`config.mk`:
```
export PLATFORM = sky130hd
export DESIGN_NAME = cpu_core_mc
export DESIGN_NICKNAME = d
export VERILOG_FILES = /design/src/rtl/cpu_core_mc.sv
export SDC_FILE = /design/constraint.sdc
export NUM_CORES = 1
export LEC_CHECK = 0
export ABC_CLOCK_PERIOD_IN_PS = 4100
export BUFFER_PORTS_ARGS = -buffer_cell sky130_fd_sc_hd__buf_2
export CAP_MARGIN = 5
export CORE_ASPECT_RATIO = 1.1
export CORE_MARGIN = 2
export CORE_UTILIZATION = 57
export DETAILED_ROUTE_END_ITERATION = 8
export HOLD_SLACK_MARGIN = 0.05
export PLACE_DENSITY = 0.84
export SYNTH_ARGS = -nofsm -noshare
export SYNTH_HDL_FRONTEND = slang
export SYNTH_SLANG_ARGS = --single-unit
```
`constraint.sdc`:
```
create_clock -name CLK -period 4.1 [get_ports CLK]
set_input_delay 0.615 -clock CLK [delete_from_list [all_inputs] [get_ports CLK]]
set_output_delay 0.615 -clock CLK [all_outputs]
set_load 0.02 [all_outputs]
```
`src/rtl/cpu_core_mc.sv`:
```
// Multi-cycle CPU core: register file, ALU, PC/branch logic and decode, with a
// stalling load/store handshake toward the data memory.
//   state  | meaning
//   ST_RUN | execute; non-memory instructions retire every cycle
//   ST_MEM | memory request outstanding, held until MEM_BUSY is seen low
module cpu_core_mc #(
    parameter int DATA_W = 8,
    parameter int NREGS  = 8,
    parameter int PC_W   = 32
) (
    input  logic              CLK,
    input  logic              RESET,
    output logic [PC_W-1:0]   PC,
    input  logic [31:0]       INSTRUCTION,
    output logic              MEM_READ,
    output logic              MEM_WRITE,
    output logic [7:0]        MEM_ADDR,
    output logic [DATA_W-1:0] MEM_WDATA,
    input  logic [DATA_W-1:0] MEM_RDATA,
    input  logic              MEM_BUSY
);
    localparam int REG_AW = (NREGS > 1) ? $clog2(NREGS) : 1;

    localparam logic [7:0] OP_LOADI = 8'd0;
    localparam logic [7:0] OP_MOV   = 8'd1;
    localparam logic [7:0] OP_ADD   = 8'd2;
    localparam logic [7:0] OP_SUB   = 8'd3;
    localparam logic [7:0] OP_AND   = 8'd4;
    localparam logic [7:0] OP_OR    = 8'd5;
    localparam logic [7:0] OP_J     = 8'd6;
    localparam logic [7:0] OP_BEQ   = 8'd7;
    localparam logic [7:0] OP_LWD   = 8'd8;
    localparam logic [7:0] OP_LWI   = 8'd9;
    localparam logic [7:0] OP_SWD   = 8'd10;
    localparam logic [7:0] OP_SWI   = 8'd11;

    typedef enum logic {
        ST_RUN = 1'b0,
        ST_MEM = 1'b1
    } state_t;

    state_t state, state_nxt;

    logic [DATA_W-1:0] regs [NREGS];

    logic [7:0]        op;
    logic [7:0]        imm_field;
    logic [REG_AW-1:0] dst_idx, src1_idx, src2_idx;
    logic [DATA_W-1:0] rs1_val, rs2_val, imm_val, diff, alu_res, addr_opnd;
    logic [7:0]        addr_byte;
    logic [PC_W-1:0]   pc_seq, pc_br;

    logic [REG_AW-1:0] ld_dst, ld_dst_nxt;
    logic [PC_W-1:0]   pc_nxt;
    logic              reg_we;
    logic [REG_AW-1:0] reg_waddr;
    logic [DATA_W-1:0] reg_wdata;
    logic              mem_rd_nxt, mem_wr_nxt;
    logic [7:0]        addr_nxt;
    logic [DATA_W-1:0] wdata_nxt;
    logic              unused_bits;

    assign op        = INSTRUCTION[31:24];
    assign imm_field = INSTRUCTION[7:0];
    assign dst_idx   = INSTRUCTION[16 +: REG_AW];
    assign src1_idx  = INSTRUCTION[8 +: REG_AW];
    assign src2_idx  = INSTRUCTION[0 +: REG_AW];

    assign rs1_val = regs[src1_idx];
    assign rs2_val = regs[src2_idx];

    // Subtraction goes through the two's-complement adder; beq reuses it.
    assign diff = rs1_val + (~rs2_val + DATA_W'(1));

    assign addr_opnd = (op == OP_LWD || op == OP_SWD) ? rs2_val : imm_val;

    generate
        if (DATA_W > 8) begin : g_wide
            assign imm_val   = {{(DATA_W-8){1'b0}}, imm_field};
            assign addr_byte = addr_opnd[7:0];
        end else if (DATA_W == 8) begin : g_byte
            assign imm_val   = imm_field;
            assign addr_byte = addr_opnd;
        end else begin : g_narrow
            assign imm_val   = imm_field[DATA_W-1:0];
            assign addr_byte = {{(8-DATA_W){1'b0}}, addr_opnd};
        end
    endgenerate

    assign unused_bits = ^{INSTRUCTION[15:8], imm_field, addr_opnd};

    assign pc_seq = PC + PC_W'(1);
    assign pc_br  = PC + PC_W'(1) + PC_W'($signed(INSTRUCTION[23:16]));

    always_comb begin
        alu_res = '0;
        case (op)
            OP_LOADI: alu_res = imm_val;
            OP_MOV:   alu_res = rs2_val;
            OP_ADD:   alu_res = rs1_val + rs2_val;
            OP_SUB:   alu_res = diff;
            OP_AND:   alu_res = rs1_val & rs2_val;
            OP_OR:    alu_res = rs1_val | rs2_val;
            default:  alu_res = '0;
        endcase
    end

    always_comb begin
        state_nxt  = state;
        pc_nxt     = PC;
        reg_we     = 1'b0;
        reg_waddr  = dst_idx;
        reg_wdata  = alu_res;
        mem_rd_nxt = MEM_READ;
        mem_wr_nxt = MEM_WRITE;
        addr_nxt   = MEM_ADDR;
        wdata_nxt  = MEM_WDATA;
        ld_dst_nxt = ld_dst;

        case (state)
            ST_RUN: begin
                case (op)
                    OP_LOADI, OP_MOV, OP_ADD, OP_SUB, OP_AND, OP_OR: begin
                        reg_we = 1'b1;
                        pc_nxt = pc_seq;
                    end
                    OP_J:   pc_nxt = pc_br;
                    OP_BEQ: pc_nxt = (diff == '0) ? pc_br : pc_seq;
                    OP_LWD, OP_LWI, OP_SWD, OP_SWI: begin
                        mem_rd_nxt = (op == OP_LWD || op == OP_LWI);
                        mem_wr_nxt = (op == OP_SWD || op == OP_SWI);
                        addr_nxt   = addr_byte;
                        wdata_nxt  = rs1_val;
                        ld_dst_nxt = dst_idx;
                        state_nxt  = ST_MEM;
                    end
                    default: pc_nxt = pc_seq;
                endcase
            end
            ST_MEM: begin
                if (!MEM_BUSY) begin
                    if (MEM_READ) begin
                        reg_we    = 1'b1;
                        reg_waddr = ld_dst;
                        reg_wdata = MEM_RDATA;
                    end
                    mem_rd_nxt = 1'b0;
                    mem_wr_nxt = 1'b0;
                    pc_nxt     = pc_seq;
                    state_nxt  = ST_RUN;
                end
            end
            default: state_nxt = ST_RUN;
        endcase
    end

    always_ff @(posedge CLK or negedge RESET) begin
        if (!RESET) begin
            state     <= ST_RUN;
            PC        <= '0;
            MEM_READ  <= 1'b0;
            MEM_WRITE <= 1'b0;
            MEM_ADDR  <= '0;
            MEM_WDATA <= '0;
            ld_dst    <= '0;
            for (int i = 0; i < NREGS; i++) regs[i] <= '0;
        end else begin
            state     <= state_nxt;
            PC        <= pc_nxt;
            MEM_READ  <= mem_rd_nxt;
            MEM_WRITE <= mem_wr_nxt;
            MEM_ADDR  <= addr_nxt;
            MEM_WDATA <= wdata_nxt;
            ld_dst    <= ld_dst_nxt;
            if (reg_we) regs[reg_waddr] <= reg_wdata;
        end
    end

endmodule

```
==> flow_metrics.tcl <==
set metrics [dict create \
    setup_viol 0 \
    fmax_mhz 256 \
    synth_edf_count 0 \
    grt_max_degree 78 \
    cts.sinks 118 \
    worstSetupPathType "in2reg" \
    fin_crit_sh_pct 95.3 \
    die_h_microns 139 \
    avgSynthCellArea_sq_um 9.70 \
    dieArea_sq_um 17500 \
    die_w_microns 126 \
    fin_crit_ps 3910 \
    arrival_ps 4210 \
    cts.root.buffer_cell "clkbuf_16" \
    synth.area.top_cells "dfrtp_1 (31%), ha_1 (8.1%), mux2_2 (7.9%), mux4_2 (7.7%), nand2_1 (3.7%)" \
    clock_path_buffers 2 \
    row_count 49 \
    p_leak_uw 0.00536 \
    ys_seq_elements 118 \
    worstSkewPairLatency_ps 430 \
    cp_max_fo 22 \
    ant_nets 0 \
    worstHoldPathType "in2async" \
    ios 93 \
    synth_seq_area_share_pct 31.5 \
    synth_area_sq_um 9390 \
    cts_made_buffers 17 \
    reg2reg_from "PC[4]$_DFFE_PN0P_" \
    reg2reg_depth 15 \
    cp-start-kind "input pin" \
    area.growth.synth_to_final_pct 20.4 \
    hpwl_mm 18.7 \
    via_count 8531 \
    utilization_pct 69.5 \
    wire_per_inst_microns 19.9 \
    ys.flop_type "dfrtp_1" \
    whs_ps 332 \
    grt_overflow_total 0 \
    drive_above_1_share_pct 31.3 \
    grt_pass1_wl_mm 42.2 \
    dp_cells 1301 \
    core_region_area_sq_um 16200 \
    yosysWarnings 0 \
    routed_via_density 6.38 \
    track_usage_pct 30.0 \
    htree_levels 4 \
    grt_antenna_before_repair 0 \
    yosys.area.top_type "dfrtp_1" \
    crit_path_end_kind "flip-flop" \
    status "finished, final reports clean" \
    slew_violations 0 \
    r2r-end "PC[28]$_DFFE_PN0P_" \
    cts_tree "yes" \
    max_slew_margin_pct 33.1 \
    worstMarginPinSlew_ps 1000 \
    synth_most_common_cell "dfrtp_1" \
    gp_congestion 0.960 \
    multiInputGateArea_sq_um 6150 \
    drv_cap 0 \
    hold_viol 0 \
    yosysUniqueCellTypes 82 \
    first_global_vias 8454 \
    ir_drop_mv 0.400 \
    required_ps 4410 \
    seq_area_sq_um 2950 \
    drc 0 \
    r2r_slack_ps 210 \
    start_util_pct 57.8 \
    portBuffers 87 \
    synth_common_cells "dfrtp_1 (118), nand2_1 (92), mux2_2 (66), nor2_1 (65)" \
    clk_pin_slew_ps 60 \
    synthesis.nets 1075 \
    skew_ps 7.56 \
    syn_inst 968 \
    power_density_nw_per_um2 503 \
    fin_nets 1227 \
    first_pass_iters 7 \
    synth_top_area_share_pct 31.5 \
    final.fill_count 1168 \
    drt-initial-drc-count 718 \
    wirelength_mm 26.7 \
    final_cells 1338 \
    async_reset_ff_share_pct 100 \
]
cell type report:
cell class / count / share of cell area [%]
inverters: 36 / 1.20
clock buffers: 18 / 3.80
well taps: 204 / 2.26
flip-flops and latches: 118 / 26.1
multi-input cells: 765 / 54.4
repair buffers: 182 / 10.9
clock inverters: 14 / 1.33
diodes: 1 / 0.0221
sequential cells by signal (all words and copies together), names as in the netlist:
signal	count
regs	64
state	1
MEM_WRITE	1
MEM_READ	1
MEM_ADDR	8
ld_dst	3
PC	32
MEM_WDATA	8
routing by layer:
metal / vias up / track usage (%) / routed length [microns]
met1: 4116 / 36.7 / 10400
met4: 0 / 13.6 / 996
met5: - / 0 / 0
met2: 438 / 51.8 / 13100
li1: 3880 / - / -
met3: 97 / 5.21 / 2110
cell families after synthesis:
family,share of synthesized area [%]
buf+inv,3.75
fa+ha+maj,8.77
flops,31.5
compound gates,17.5
mux,18.3
simple gates,14.5
xor+xnor,5.79
placed cells by master, fill, tap and decap left out, types with 5 or more instances in the layout:
cell type / instances
mux2i_1: 25
or3_1: 7
o21ai_0: 52
nand3b_1: 5
mux4_2: 32
xor2_1: 22
nand3_1: 23
nand2b_1: 10
a22o_1: 6
mux2_2: 66
clkbuf_16: 17
o31ai_1: 5
dfrtp_1: 118
ha_1: 60
nor2_1: 63
inv_1: 35
a21oi_1: 60
buf_12: 6
a211oi_1: 5
o211ai_1: 8
nand2_1: 92
buf_2: 86
buf_4: 90
a22oi_1: 10
o21ai_1: 13
nand4_1: 10
and3_1: 10
xnor2_1: 38
o21bai_1: 7
o21a_1: 5
a31oi_1: 19
a21o_1: 15
nor3_1: 8
repair_timing:
| item | in CTS | in global routing |
|---|---|---|
| gates resized for setup | 0 | 10 |
| hold buffers | 0 | 0 |
| buffers inserted | 0 | 4 |
| setup endpoints to repair | 0 | 9 |
report_power, final:
part / leakage, uW / internal [uW] / switching, uW
combinational: 0.00352 / 1110 / 1540
sequential: 0.00157 / 1330 / 216
clock: 0.000277 / 897 / 586
stage by stage:
stage	worst slack, ps	area (sq um)	power, uW	setup TNS (ps)
final	194	11300	5680	0
after floorplan	9.28	9400	3420	0
after global placement	-73.9	10600	4040	-1370
after CTS	72.7	11200	5610	0
after global routing	-15.2	11300	6010	-15.2
after detailed placement	-179	10600	4100	-3640
critical path, cell delays in order:
cell,delay (ps)
buf_2,160
buf_12,130
buf_12,120
mux4_2,530
mux2i_1,280
buf_4,170
inv_1,60
ha_1,260
nor2_1,220
a21oi_1,140
and3_1,160
a311o_1,370
a41o_1,280
buf_12,160
or3_1,310
a21oi_1,160
a21oi_1,60
worst max-delay path by stage:
stage | endpoint | startpoint | cells past startpoint | slack, ps
final | PC[28]$_DFFE_PN0P_ | INSTRUCTION[8] | 17 | 190
after floorplan | PC[14]$_DFFE_PN0P_ | INSTRUCTION[8] | 16 | 9
after detailed placement | PC[4]$_DFFE_PN0P_ | INSTRUCTION[0] | 14 | -180
after CTS | PC[28]$_DFFE_PN0P_ | PC[4]$_DFFE_PN0P_ | 15 | 70
after global routing | PC[28]$_DFFE_PN0P_ | PC[4]$_DFFE_PN0P_ | 15 | -20
after global placement | PC[28]$_DFFE_PN0P_ | INSTRUCTION[0] | 16 | -70
No activity file was read; power rests on OpenSTA's default activity.
